<file path="config.mk">
export PLATFORM = sky130hd
export DESIGN_NAME = rx_burst_gate
export DESIGN_NICKNAME = d
export VERILOG_FILES = /design/src/rtl/rx_burst_gate.sv
export SDC_FILE = /design/constraint.sdc
export NUM_CORES = 1
export LEC_CHECK = 0
export CORE_MARGIN = 8
export CORE_UTILIZATION = 53
export CTS_CLUSTER_SIZE = 30
export DETAILED_ROUTE_END_ITERATION = 6
export PLACE_DENSITY = 0.92
export REMOVE_ABC_BUFFERS = 1
export SYNTH_ARGS = -nofsm -noshare
export SYNTH_HDL_FRONTEND = slang
export SYNTH_SLANG_ARGS = --single-unit
</file>
<file path="constraint.sdc">
create_clock -name clk -period 5.9 [get_ports clk]
set_input_delay 0.885 -clock clk [delete_from_list [all_inputs] [get_ports clk]]
set_output_delay 0.885 -clock clk [all_outputs]
set_load 0.01 [all_outputs]
</file>
<file path="src/rtl/rx_burst_gate.sv">
// Burst gate: forwards I/Q samples only while a signal-detect burst is open, and reports each burst's length.
// Optional pre-trigger delay line enabled by defining RX_BG_PRETRIGGER_EN.
module rx_burst_gate #(
  parameter int unsigned WIDTH     = 16,
  parameter int unsigned CNT_WIDTH = 16,
  parameter int unsigned PRE_DEPTH = 8
) (
  input  logic                        clk,
  input  logic                        rst_n,
  input  logic [7:0]                  RX_BG_ARM,
  input  logic [7:0]                  RX_BG_HANG,
  input  logic [CNT_WIDTH-1:0]        RX_BG_MAXLEN,
  input  logic                        SD_flag,
  input  logic signed [WIDTH-1:0]     I_tdata,
  input  logic signed [WIDTH-1:0]     Q_tdata,
  input  logic                        I_tvalid,
  input  logic                        Q_tvalid,
  output logic signed [WIDTH-1:0]     I_out,
  output logic signed [WIDTH-1:0]     Q_out,
  output logic                        out_tvalid,
  output logic                        burst_active,
  output logic                        burst_start,
  output logic                        burst_end,
  output logic [CNT_WIDTH-1:0]        burst_len,
  output logic                        burst_trunc
);

  localparam logic [2:0] S_IDLE    = 3'd0;
  localparam logic [2:0] S_ARM     = 3'd1;
  localparam logic [2:0] S_ACTIVE  = 3'd2;
  localparam logic [2:0] S_HANG    = 3'd3;
  localparam logic [2:0] S_LOCKOUT = 3'd4;

  if (PRE_DEPTH < 1) begin : g_bad_depth
    $error("PRE_DEPTH must be at least 1");
  end

  logic [2:0]           state, state_nxt;
  logic [7:0]           arm_cnt, arm_cnt_nxt;
  logic [7:0]           hang_cnt, hang_cnt_nxt;
  logic [CNT_WIDTH-1:0] len_cnt, len_nxt;
  logic [7:0]           arm_q, hang_q;
  logic [CNT_WIDTH-1:0] max_q;
  logic                 sample_valid, in_burst, fwd, trunc_hit;
  logic                 enter, close, latch_cfg;
  logic                 close_pend, trunc_pend;
  logic signed [WIDTH-1:0] fwd_i, fwd_q;

  assign sample_valid = I_tvalid & Q_tvalid;
  assign in_burst     = (state == S_ACTIVE) || (state == S_HANG);
  assign fwd          = in_burst && sample_valid && (len_cnt < max_q);
  assign len_nxt      = len_cnt + CNT_WIDTH'(fwd);
  assign trunc_hit    = in_burst && (len_nxt >= max_q);

`ifdef RX_BG_PRETRIGGER_EN
  // Sample history runs in every state so a new burst carries its lead-in.
  logic signed [WIDTH-1:0] dl_i [PRE_DEPTH];
  logic signed [WIDTH-1:0] dl_q [PRE_DEPTH];

  always_ff @(posedge clk or negedge rst_n) begin
    if (!rst_n) begin
      for (int unsigned k = 0; k < PRE_DEPTH; k++) begin
        dl_i[k] <= '0;
        dl_q[k] <= '0;
      end
    end else if (sample_valid) begin
      dl_i[0] <= I_tdata;
      dl_q[0] <= Q_tdata;
      for (int unsigned k = 1; k < PRE_DEPTH; k++) begin
        dl_i[k] <= dl_i[k-1];
        dl_q[k] <= dl_q[k-1];
      end
    end
  end

  assign fwd_i = dl_i[PRE_DEPTH-1];
  assign fwd_q = dl_q[PRE_DEPTH-1];
`else
  assign fwd_i = I_tdata;
  assign fwd_q = Q_tdata;
`endif

  // Next-state logic; truncation has priority over hang expiry and SD changes.
  always_comb begin
    state_nxt    = state;
    arm_cnt_nxt  = arm_cnt;
    hang_cnt_nxt = hang_cnt;
    enter        = 1'b0;
    close        = 1'b0;
    latch_cfg    = 1'b0;
    case (state)
      S_IDLE: begin
        if (SD_flag) begin
          latch_cfg = 1'b1;
          if (RX_BG_ARM <= 8'd1) begin
            state_nxt = S_ACTIVE;
            enter     = 1'b1;
          end else begin
            state_nxt   = S_ARM;
            arm_cnt_nxt = 8'd1;
          end
        end
      end
      S_ARM: begin
        if (!SD_flag) begin
          state_nxt   = S_IDLE;
          arm_cnt_nxt = 8'd0;
        end else if (arm_cnt + 8'd1 >= arm_q) begin
          state_nxt = S_ACTIVE;
          enter     = 1'b1;
        end else begin
          arm_cnt_nxt = arm_cnt + 8'd1;
        end
      end
      S_ACTIVE: begin
        if (trunc_hit) begin
          state_nxt = S_LOCKOUT;
          close     = 1'b1;
        end else if (!SD_flag) begin
          hang_cnt_nxt = 8'd0;
          if (hang_q == 8'd0) begin
            state_nxt = S_IDLE;
            close     = 1'b1;
          end else begin
            state_nxt = S_HANG;
          end
        end
      end
      S_HANG: begin
        if (trunc_hit) begin
          state_nxt = S_LOCKOUT;
          close     = 1'b1;
        end else if (SD_flag) begin
          state_nxt = S_ACTIVE;
        end else if (hang_cnt + 8'd1 >= hang_q) begin
          state_nxt = S_IDLE;
          close     = 1'b1;
        end else begin
          hang_cnt_nxt = hang_cnt + 8'd1;
        end
      end
      S_LOCKOUT: begin
        if (!SD_flag) state_nxt = S_IDLE;
      end
      default: state_nxt = S_IDLE;
    endcase
  end

  always_ff @(posedge clk or negedge rst_n) begin
    if (!rst_n) begin
      state    <= S_IDLE;
      arm_cnt  <= '0;
      hang_cnt <= '0;
    end else begin
      state    <= state_nxt;
      arm_cnt  <= arm_cnt_nxt;
      hang_cnt <= hang_cnt_nxt;
    end
  end

  always_ff @(posedge clk or negedge rst_n) begin
    if (!rst_n) begin
      arm_q   <= '0;
      hang_q  <= '0;
      max_q   <= '0;
      len_cnt <= '0;
    end else begin
      if (latch_cfg) begin
        arm_q  <= RX_BG_ARM;
        hang_q <= RX_BG_HANG;
        max_q  <= RX_BG_MAXLEN;
      end
      if (enter)    len_cnt <= '0;
      else if (fwd) len_cnt <= len_nxt;
    end
  end

  // Burst report trails the close decision by two edges so it lands after the last forwarded sample.
  always_ff @(posedge clk or negedge rst_n) begin
    if (!rst_n) begin
      I_out        <= '0;
      Q_out        <= '0;
      out_tvalid   <= 1'b0;
      burst_active <= 1'b0;
      burst_start  <= 1'b0;
      burst_end    <= 1'b0;
      burst_len    <= '0;
      burst_trunc  <= 1'b0;
      close_pend   <= 1'b0;
      trunc_pend   <= 1'b0;
    end else begin
      out_tvalid   <= fwd;
      if (fwd) begin
        I_out <= fwd_i;
        Q_out <= fwd_q;
      end
      burst_active <= (state_nxt == S_ACTIVE) || (state_nxt == S_HANG);
      burst_start  <= enter;
      close_pend   <= close;
      trunc_pend   <= close & trunc_hit;
      burst_end    <= close_pend;
      if (close_pend) begin
        burst_len   <= len_cnt;
        burst_trunc <= trunc_pend;
      end
    end
  end

endmodule

</file>
After elaboration in Yosys (flattened, before gate mapping)
Index checks and enable logic that the tools add are counted.

Flip-flop bits (word level): 122. Input port bits: 69. Output and inout port bits: 53. Word-level logic and storage cells: 92.

Add/sub/neg operators: 3. $lt $le $gt $ge: 5. Eq/ne operators: 14. Multiplexer cells: 39. Bitwise operators: 2. Reductions and logical operators: 12.

Operators with widths (number): two-way mux 8 bit (9); two-way mux 16 bit (2); case mux 8 bit (2 select lines) (2); two-way mux 3 bit (9); adder 16 x 1 -> 16 bit (1); adder 8 x 1 -> 8 bit, second input constant (2); >= comparator 16 bit (1); >= comparator 8 bit (2); < comparator 16 bit (1); case mux 3 bit (5 select lines) (1); inequality test 2 bit, second input constant (7); == test 3 x 2 -> 1 bit, second input constant (4); two-way mux 1 bit (12); less-or-equal comparator 8 x 1 -> 1 bit, second input constant (1); logical NOT 8 bit (1); AND reduction 6 bit (1); nonzero test 2 bit (3); two-way mux 2 bit (2); case mux 1 bit (2 select lines) (2); AND reduction 4 bit (1); == test 3 x 1 -> 1 bit, second input constant (1); == test 3 bit, second input constant (1); logical AND 1 bit (3); logical NOT 3 bit (1); 3 further kinds (5).

Longest topological paths before layout
Gate-level depths: netlist of the first run.

Word-level depth: 11. Depth in mapped cells: 24. Depth with buffers taken out: 20.

Least setup slack after synthesis of the first run
No wires, ideal clock.

Path type: reg2reg. Start point: register len_cnt[13]. End point: register hang_cnt[0]. Library setup time: 110 ps. Arrival time: 5127 ps. Required time: 5790 ps. Path slack: 663 ps. Cell stages (with the launch flop): 24. Buffers on the path: 4. Clock period less this slack: 5237 ps. Cells stage by stage: dfrtp_1 ha_1 a211oi_1 nor2_1 or4_4 a211oi_4 buf_6 buf_4 ha_1 ha_1 and3_1 nand3_1 or2_1 clkbuf_1 nand2b_1 xnor2_1 ha_1 nand4_1 nor3_1 o2111ai_1 a31oi_1 clkbuf_1 o21ai_0 o41ai_1.

Word-level cells in the longest chain between the ends: 7. Elaborated cells between the ends (all ways): 8. Those cells by class: add/sub: 1; order compare: 2; eq/ne: 2; reduce/logical: 3.

RTL lines: start, declared (RTL line 41) `logic [CNT_WIDTH-1:0] len_cnt, len_nxt;`; start signal, assigned (RTL line 174) `else if (fwd) len_cnt <= len_nxt;`; < comparator 16 bit (*) (RTL line 51) `assign fwd = in_burst && sample_valid && (len_cnt < max_q);`; logical AND 1 bit (*) (RTL line 51); named net fwd (RTL line 44) `logic sample_valid, in_burst, fwd, trunc_hit;`; adder 16 x 1 -> 16 bit (*) (RTL line 52) `assign len_nxt = len_cnt + CNT_WIDTH'(fwd);`; >= comparator 16 bit (*) (RTL line 53) `assign trunc_hit = in_burst && (len_nxt >= max_q);`; logical AND 1 bit (*) (RTL line 53); inequality test 2 bit (no source line); AND reduction 6 bit (no source line) (*); end signal, assigned (RTL line 157) `hang_cnt <= hang_cnt_nxt;`; end, declared (RTL line 40) `logic [7:0] hang_cnt, hang_cnt_nxt;`.

Mark *: on every way through the listed nets, which the timed path passes. The rest lies on a longest branch. A chain may end at the register's enable or synchronous reset.

Worst setup path after layout of the first run
Start point: register len_cnt[13]. End point: register hang_cnt[4].

Word-level cells in the longest chain between the ends: 7. Elaborated cells between the ends (all ways): 8. Those cells by class: add/sub: 1; order compare: 2; eq/ne: 2; reduce/logical: 3.

RTL lines (RTL line): < comparator 16 bit (51); logical AND 1 bit (51); adder 16 x 1 -> 16 bit (*) (52); >= comparator 16 bit (*) (53); logical AND 1 bit (*) (53); inequality test 2 bit (no source line); AND reduction 6 bit (no source line) (*).

Mark *: on every way between the ends. The rest lies on a longest branch, timed or not.

==> impl_metrics.toml, run 1 <==
[route]
route.detailed.wl_per_inst_um = 19.5
initial_drt_pass_iterations = 5
dr_wl_met3_mm = 1.04
drt-met1-wl_mm = 6.67
routed-wl-met2_mm = 8.78
ant_nets = 0
drt_first_iter_violations = 420
wirelength_mm = 16.9
remaining_drc_errors = 0
routed_via_density = 5.86
via_count = 5060
top_layer_used = "met4"

[worst_setup_path]
crit_arrival_ns = 5.74
crit_path_max_fanout = 17
end_kind = "flop"
criticalPathCategory = "reg -> reg"
crit_path_start_kind = "flop"
required_time_of_the_critical_path_ns = 6.20

[final_layout]
layout.core_utilization = 0.702
layout-drive-gt1-share = 0.117
instances_no_fill = 864
areaGrowthSynthToFinish_pct = 30.9
final_nets = 826
filler_cell_count = 803
antenna_cells = 0
final_cell_area_um2 = 8370
layout_commonest_cell = "dfrtp_1"
layout.cells.most_common_list = "dfrtp_1, clkdlybuf4s50_1, nand2_1"

[pwr]
p_int_uw = 2490
power_frac_comb = 0.323
worst_ir_drop_vdd_mv = 0.268
p_per_area_nw_per_um2 = 434
sw_frac_of_total = 0.316
clock_power_share = 0.332
power_leakage_uw = 0.00388
power.switching_uw = 1150
share_seq_of_total_power = 0.346

[place]
detailed_place_hpwl_mm = 11.6
portBuffers = 121
preCtsSetupSlack_ns = 0.319
placed_cell_count = 834
place.gp.congestion = 0.924
detailed_place.area_um2 = 7680

[synthesis]
synthesis.yosys.warnings = 0
postSynth.asyncResetShare = 1.00
synth_cell_types = 54
post_synth.cell_area_avg_um2 = 10.9
synth-seq-area-share = 0.478
dominantRegCellSynth = "dfrtp_1"
mappedNetlistArea_um2 = 6390
synth_enable_flop_cells = 0
netlist_instances = 588
yosys_register_bits = 122

[clock_tree]
cts_setup_buffers = 0
cts.hold.buffers_added = 0
largest_buffer_count_on_any_clock_path = 2
tritoncts_num_sinks = 122
cts_root_buffer = "clkbuf_16"
ctsResizeCount = 0
path_clk_slew_ns = 0.05
clk_latency_ns = 0.42
tritoncts = "yes"
cts_made_buffers = 17
number_of_h_tree_levels = 4

[sta]
final.min_clock_period_ns = 5.44
worst_slack_ns = 0.465
final_hold_viol_count = 0
setup_tns_final_ns = 0
slew_headroom = 0.364
max_slew.worst_pin.slew_ns = 0.954
achievable-frequency_mhz = 184
count_of_endpoints_failing_setup_in_the_final_report = 0
timing.final.max_slew_violations = 0
final.setup_skew_ns = 0.0126
rsz0062_at_grt = "false"
final_min_period_over_clock_period = 0.921

[die]
core_area_um2 = 11900
die_x_um = 126
die_footprint_um2 = 15800
ioPinCount = 122
initial_core_util = 0.537
placementRows = 40
dieHeight_um = 126

[grt]
grt_max_degree = 77
wire_length_of_the_first_global_routing_pass_mm = 28.0
number_of_global_route_vias_before_repair = 5604
grt_usage = 0.221
grt_antenna_before_repair = 0
grt_remaining_overflow = 0

[min_path]
timing.hold.worst.class = "in -> async"

[outcome]
result_of_the_run = "completed"

[flow_run]
drv_cap = 0
[area by class of cell]
class,instances,area [um^2],share of cell area
Clock buffer,23,498,0.0595
Inverter,35,131,0.0157
Clock inverter,7,185,0.0221
Timing Repair Buffer,126,1250,0.149
Sequential cell,122,3050,0.365
Tap cell,147,184,0.0220
Multi-Input combinational cell,404,3070,0.367
[sequential cells by signal (all words and copies together) (netlist names)]
register / flops
hang_q: 8
arm_cnt: 8
len_cnt: 16
trunc_pend: 1
burst_end: 1
burst_active: 1
I_out: 16
burst_trunc: 1
arm_q: 8
out_tvalid: 1
max_q: 16
Q_out: 16
close_pend: 1
burst_start: 1
burst_len: 16
state: 3
hang_cnt: 8
[routing by layer]
layer / vias to the layer above / global-route usage
met5: - / 0
met4: 0 / 0.107
met3: 31 / 0.0582
met2: 186 / 0.388
met1: 2509 / 0.245
li1: 2334 / -
[worst max-delay path, stage by stage (launching register included)]
cell	delay (ns)
dfrtp_1	0.45
ha_1	0.35
a211oi_1	0.22
nor2_1	0.08
or4_4	0.53
a211oi_4	0.25
ha_1	0.24
ha_1	0.25
and3_1	0.23
nand3_1	0.18
or2_1	0.35
nand2b_1	0.19
xnor2_1	0.15
ha_1	0.32
nand4_1	0.13
nor3_1	0.34
o2111ai_1	0.18
a31oi_1	0.21
buf_4	0.24
nor2_1	0.14
a41o_1	0.28
[stage by stage]
stage                     total power, uW  hold WS, ns
after floorplan                      1870        0.454
after global placement               2320        0.470
after detailed placement             2410        0.464
after CTS                            3640        0.484
after global routing                 3830        0.513
final                                3630        0.468
[power by group through the flow]
stage	combinational (uW)	clock [uW]	sequential, uW
5_1_grt	1300	1250	1280
3_5_place_dp	1150	0	1260
4_1_cts	1180	1210	1250
6_report	1170	1200	1260
2_1_floorplan	604	0	1270
3_3_place_gp	1080	0	1240
[kinds of logic after synthesis]
logic type                 share of synthesized area
and+or+nand+nor                                0.113
AOI/OAI and AO/OA                              0.135
DFF                                            0.478
buffers and inverters                         0.0435
muxes                                         0.0983
adders and majority gates                     0.0998
xor gates and xnor gates                      0.0329
[cell usage after synthesis (7+ instances only)]
library cell / number / share of area
and3_1: 11 / 0.011
nand4_1: 7 / 0.0069
o21ai_0: 51 / 0.040
nand2b_1: 11 / 0.011
xnor2_1: 16 / 0.022
dfrtp_1: 122 / 0.48
mux2_1: 15 / 0.026
a21oi_1: 13 / 0.010
nor2_1: 24 / 0.014
mux2_2: 39 / 0.069
xor2_1: 8 / 0.011
a22o_1: 8 / 0.011
clkbuf_1: 16 / 0.0094
o21a_1: 9 / 0.011
nand3_1: 17 / 0.013
ha_1: 51 / 0.10
nand2_1: 56 / 0.033
inv_1: 35 / 0.021
[worst paths after layout]
kind / depth (start not counted) / slack [ns] / to / startpoint
setup / recovery: 20 / 0.46 / hang_cnt[4]$_DFFE_PN0P_ / len_cnt[13]$_DFFE_PN0P_
hold / removal: 1 / 0.47 / I_out[5]$_DFFE_PN0P_ / rst_n
setup reg to reg: 20 / 0.46 / hang_cnt[4]$_DFFE_PN0P_ / len_cnt[13]$_DFFE_PN0P_
hold reg to reg: 1 / 0.49 / I_out[12]$_DFFE_PN0P_ / I_out[12]$_DFFE_PN0P_
max in group asynchronous: 2 / 4.07 / I_out[1]$_DFFE_PN0P_ / rst_n
min in group clk: 1 / 0.49 / I_out[12]$_DFFE_PN0P_ / I_out[12]$_DFFE_PN0P_
(Power assumes the default switching activity.)
==> run 2: changes to the inputs <==
- CORE_ASPECT_RATIO: default -> 0.75
- MAX_ROUTING_LAYER: default -> met4
==> run 2 against run 1 <==
  * Sequential power barely moved
  * Global-route usage up 0.31 points
  * Flip-flop and latch count unchanged
  * Total power shrank 4.8%
  * Setup slack better by 0.054 ns
  * Non-clock buffer count is the same
==> impl_metrics.toml, run 2 (synthesized netlist as in run 1, its figures left out) <==
[sta]
hold_slack_ns = 0.488
final_hold_viol_count = 0
max_slew.worst_pin.slew_ns = 0.887
count_of_endpoints_failing_setup_in_the_final_report = 0
rsz0062_at_grt = "false"
slew_headroom = 0.409
final.setup_skew_ns = 0.00702
final.min_clock_period_ns = 5.38
achievable-frequency_mhz = 186
final_min_period_over_clock_period = 0.912
timing.final.max_slew_violations = 0

[grt]
grt_util_met3 = 0.0512
grt_usage = 0.224
grt_remaining_overflow = 0
top_usage_layer = "met2"
grt_antenna_before_repair = 0
number_of_global_route_vias_before_repair = 5417
grt_max_degree = 67
wire_length_of_the_first_global_routing_pass_mm = 27.4
globalRouteMet1Util = 0.267
grt_util_met2 = 0.362

[clock_tree]
cts_made_buffers = 17
clk_latency_ns = 0.42
cts.hold.buffers_added = 0
cts_root_buffer = "clkbuf_16"
tritoncts_num_sinks = 122
largest_buffer_count_on_any_clock_path = 2
tritoncts = "yes"
number_of_h_tree_levels = 4
cts_setup_buffers = 0
path_clk_slew_ns = 0.05
ctsResizeCount = 0

[final_layout]
layout_commonest_cell = "dfrtp_1"
layout.cells.most_common_list = "dfrtp_1, clkdlybuf4s50_1, nand2_1"
layout-drive-gt1-share = 0.118
final_nets = 826
areaGrowthSynthToFinish_pct = 29.6
layout.core_utilization = 0.708
antenna_cells = 0

[die]
die_x_um = 143
core_area_um2 = 11700
initial_core_util = 0.546
dieHeight_um = 111
placementRows = 34
die_footprint_um2 = 15900
ioPinCount = 122

[worst_setup_path]
crit_path_start_kind = "flop"
stage_delay_of_the_slowest_cell_on_the_critical_path_ns = 0.50
crit_arrival_ns = 5.69
end_kind = "flop"
criticalPathCategory = "reg -> reg"
crit_path_max_fanout = 7
timing.critical_path.mode_cell = "ha_1"
critical-path-slowest-cell = "or4_4"
required_time_of_the_critical_path_ns = 6.21
worstPathCellList = "ha_1, nand4_1, nor3_1, or4_4, a211oi_4, ha_1, ha_1, and3_1, nand3_1, or2_1, nand2b_1, xnor2_1, ha_1, nand4_1, nor3_1, o2111ai_1, a31oi_1, nor2_1, a41o_1"
setup.reg_to_reg.worst_slack_ns = 0.52

[pwr]
p_per_area_nw_per_um2 = 417
worst_ir_drop_vdd_mv = 0.262
power_leakage_uw = 0.00382

[min_path]
timing.hold.worst.class = "reg -> reg"

[route]
drt_first_iter_violations = 472
remaining_drc_errors = 0
ant_nets = 0
initial_drt_pass_iterations = 5
via_count = 5090
route.detailed.wl_per_inst_um = 19.1
wirelength_mm = 16.8
routed_via_density = 5.78

[place]
detailed_place_hpwl_mm = 11.8
place.gp.congestion = 0.907
portBuffers = 121

[outcome]
result_of_the_run = "completed"

[flow_run]
drv_cap = 0
run 2: cell types whose count changed in the layout (fill, tap and decap cells not counted), sizes merged:
cell      delta
clkinv       +3
bufinv       -4
clkinvlp     +5
clkbuf       -2
run 2: power by group:
group          total, uW  switching (uW)  internal, uW
clock network       1020             379           641
registers           1260             178          1080
logic               1180             618           562
run 2: final timing paths:
| kind | startpoint | end | cells after the start |
|---|---|---|---|
| worst max-delay path | len_cnt[15]$_DFFE_PN0P_ | hang_cnt[6]$_DFFE_PN0P_ | 19 |
| worst min-delay path | I_out[1]$_DFFE_PN0P_ | I_out[1]$_DFFE_PN0P_ | 1 |
| worst min register to register | I_out[1]$_DFFE_PN0P_ | I_out[1]$_DFFE_PN0P_ | 1 |
| min in group asynchronous | rst_n | Q_out[7]$_DFFE_PN0P_ | 1 |
| max in group asynchronous | rst_n | max_q[11]$_DFFE_PN0P_ | 2 |
| worst max register to register | len_cnt[15]$_DFFE_PN0P_ | hang_cnt[6]$_DFFE_PN0P_ | 19 |
run 2: through the flow:
step | cell area, um^2 | setup slack [ns] | cells | power, uW | TNS (ns)
after CTS | 8280 | 0.613 | 881 | 3460 | 0
after floorplan | 6240 | -0.665 | 561 | 1870 | -6.61
after detailed placement | 7700 | 0.510 | 849 | 2410 | 0
after global placement | 7700 | 0.699 | 849 | 2340 | 0
final | 8280 | 0.518 | 881 | 3460 | 0
after global routing | 8280 | 0.294 | 881 | 3650 | 0
run 2: final cells by class:
class,instances,area [um^2]
inverters,35,131
multi-input cells,404,3070
repair buffers,126,1250
well taps,162,203
flip-flops and latches,122,3050
clock inverters,11,121
clock buffers,21,460
fillers,791,3420
run 2: metal layers:
metal  up-vias  wire [um]
li1       2335          -
met1      2500       7050
met2       212       8360
met3        43       1060
met4         0        363
met5         -          0
run 2: critical path, delay by kind of cell, from the launching register on:
kind | cells | cell delay [ns]
AOI/OAI and AO/OA | 4 | 1.03
xor gates and xnor gates | 1 | 0.16
adders and majority gates | 4 | 1.23
DFF | 1 | 0.47
and+or+nand+nor | 10 | 2.37
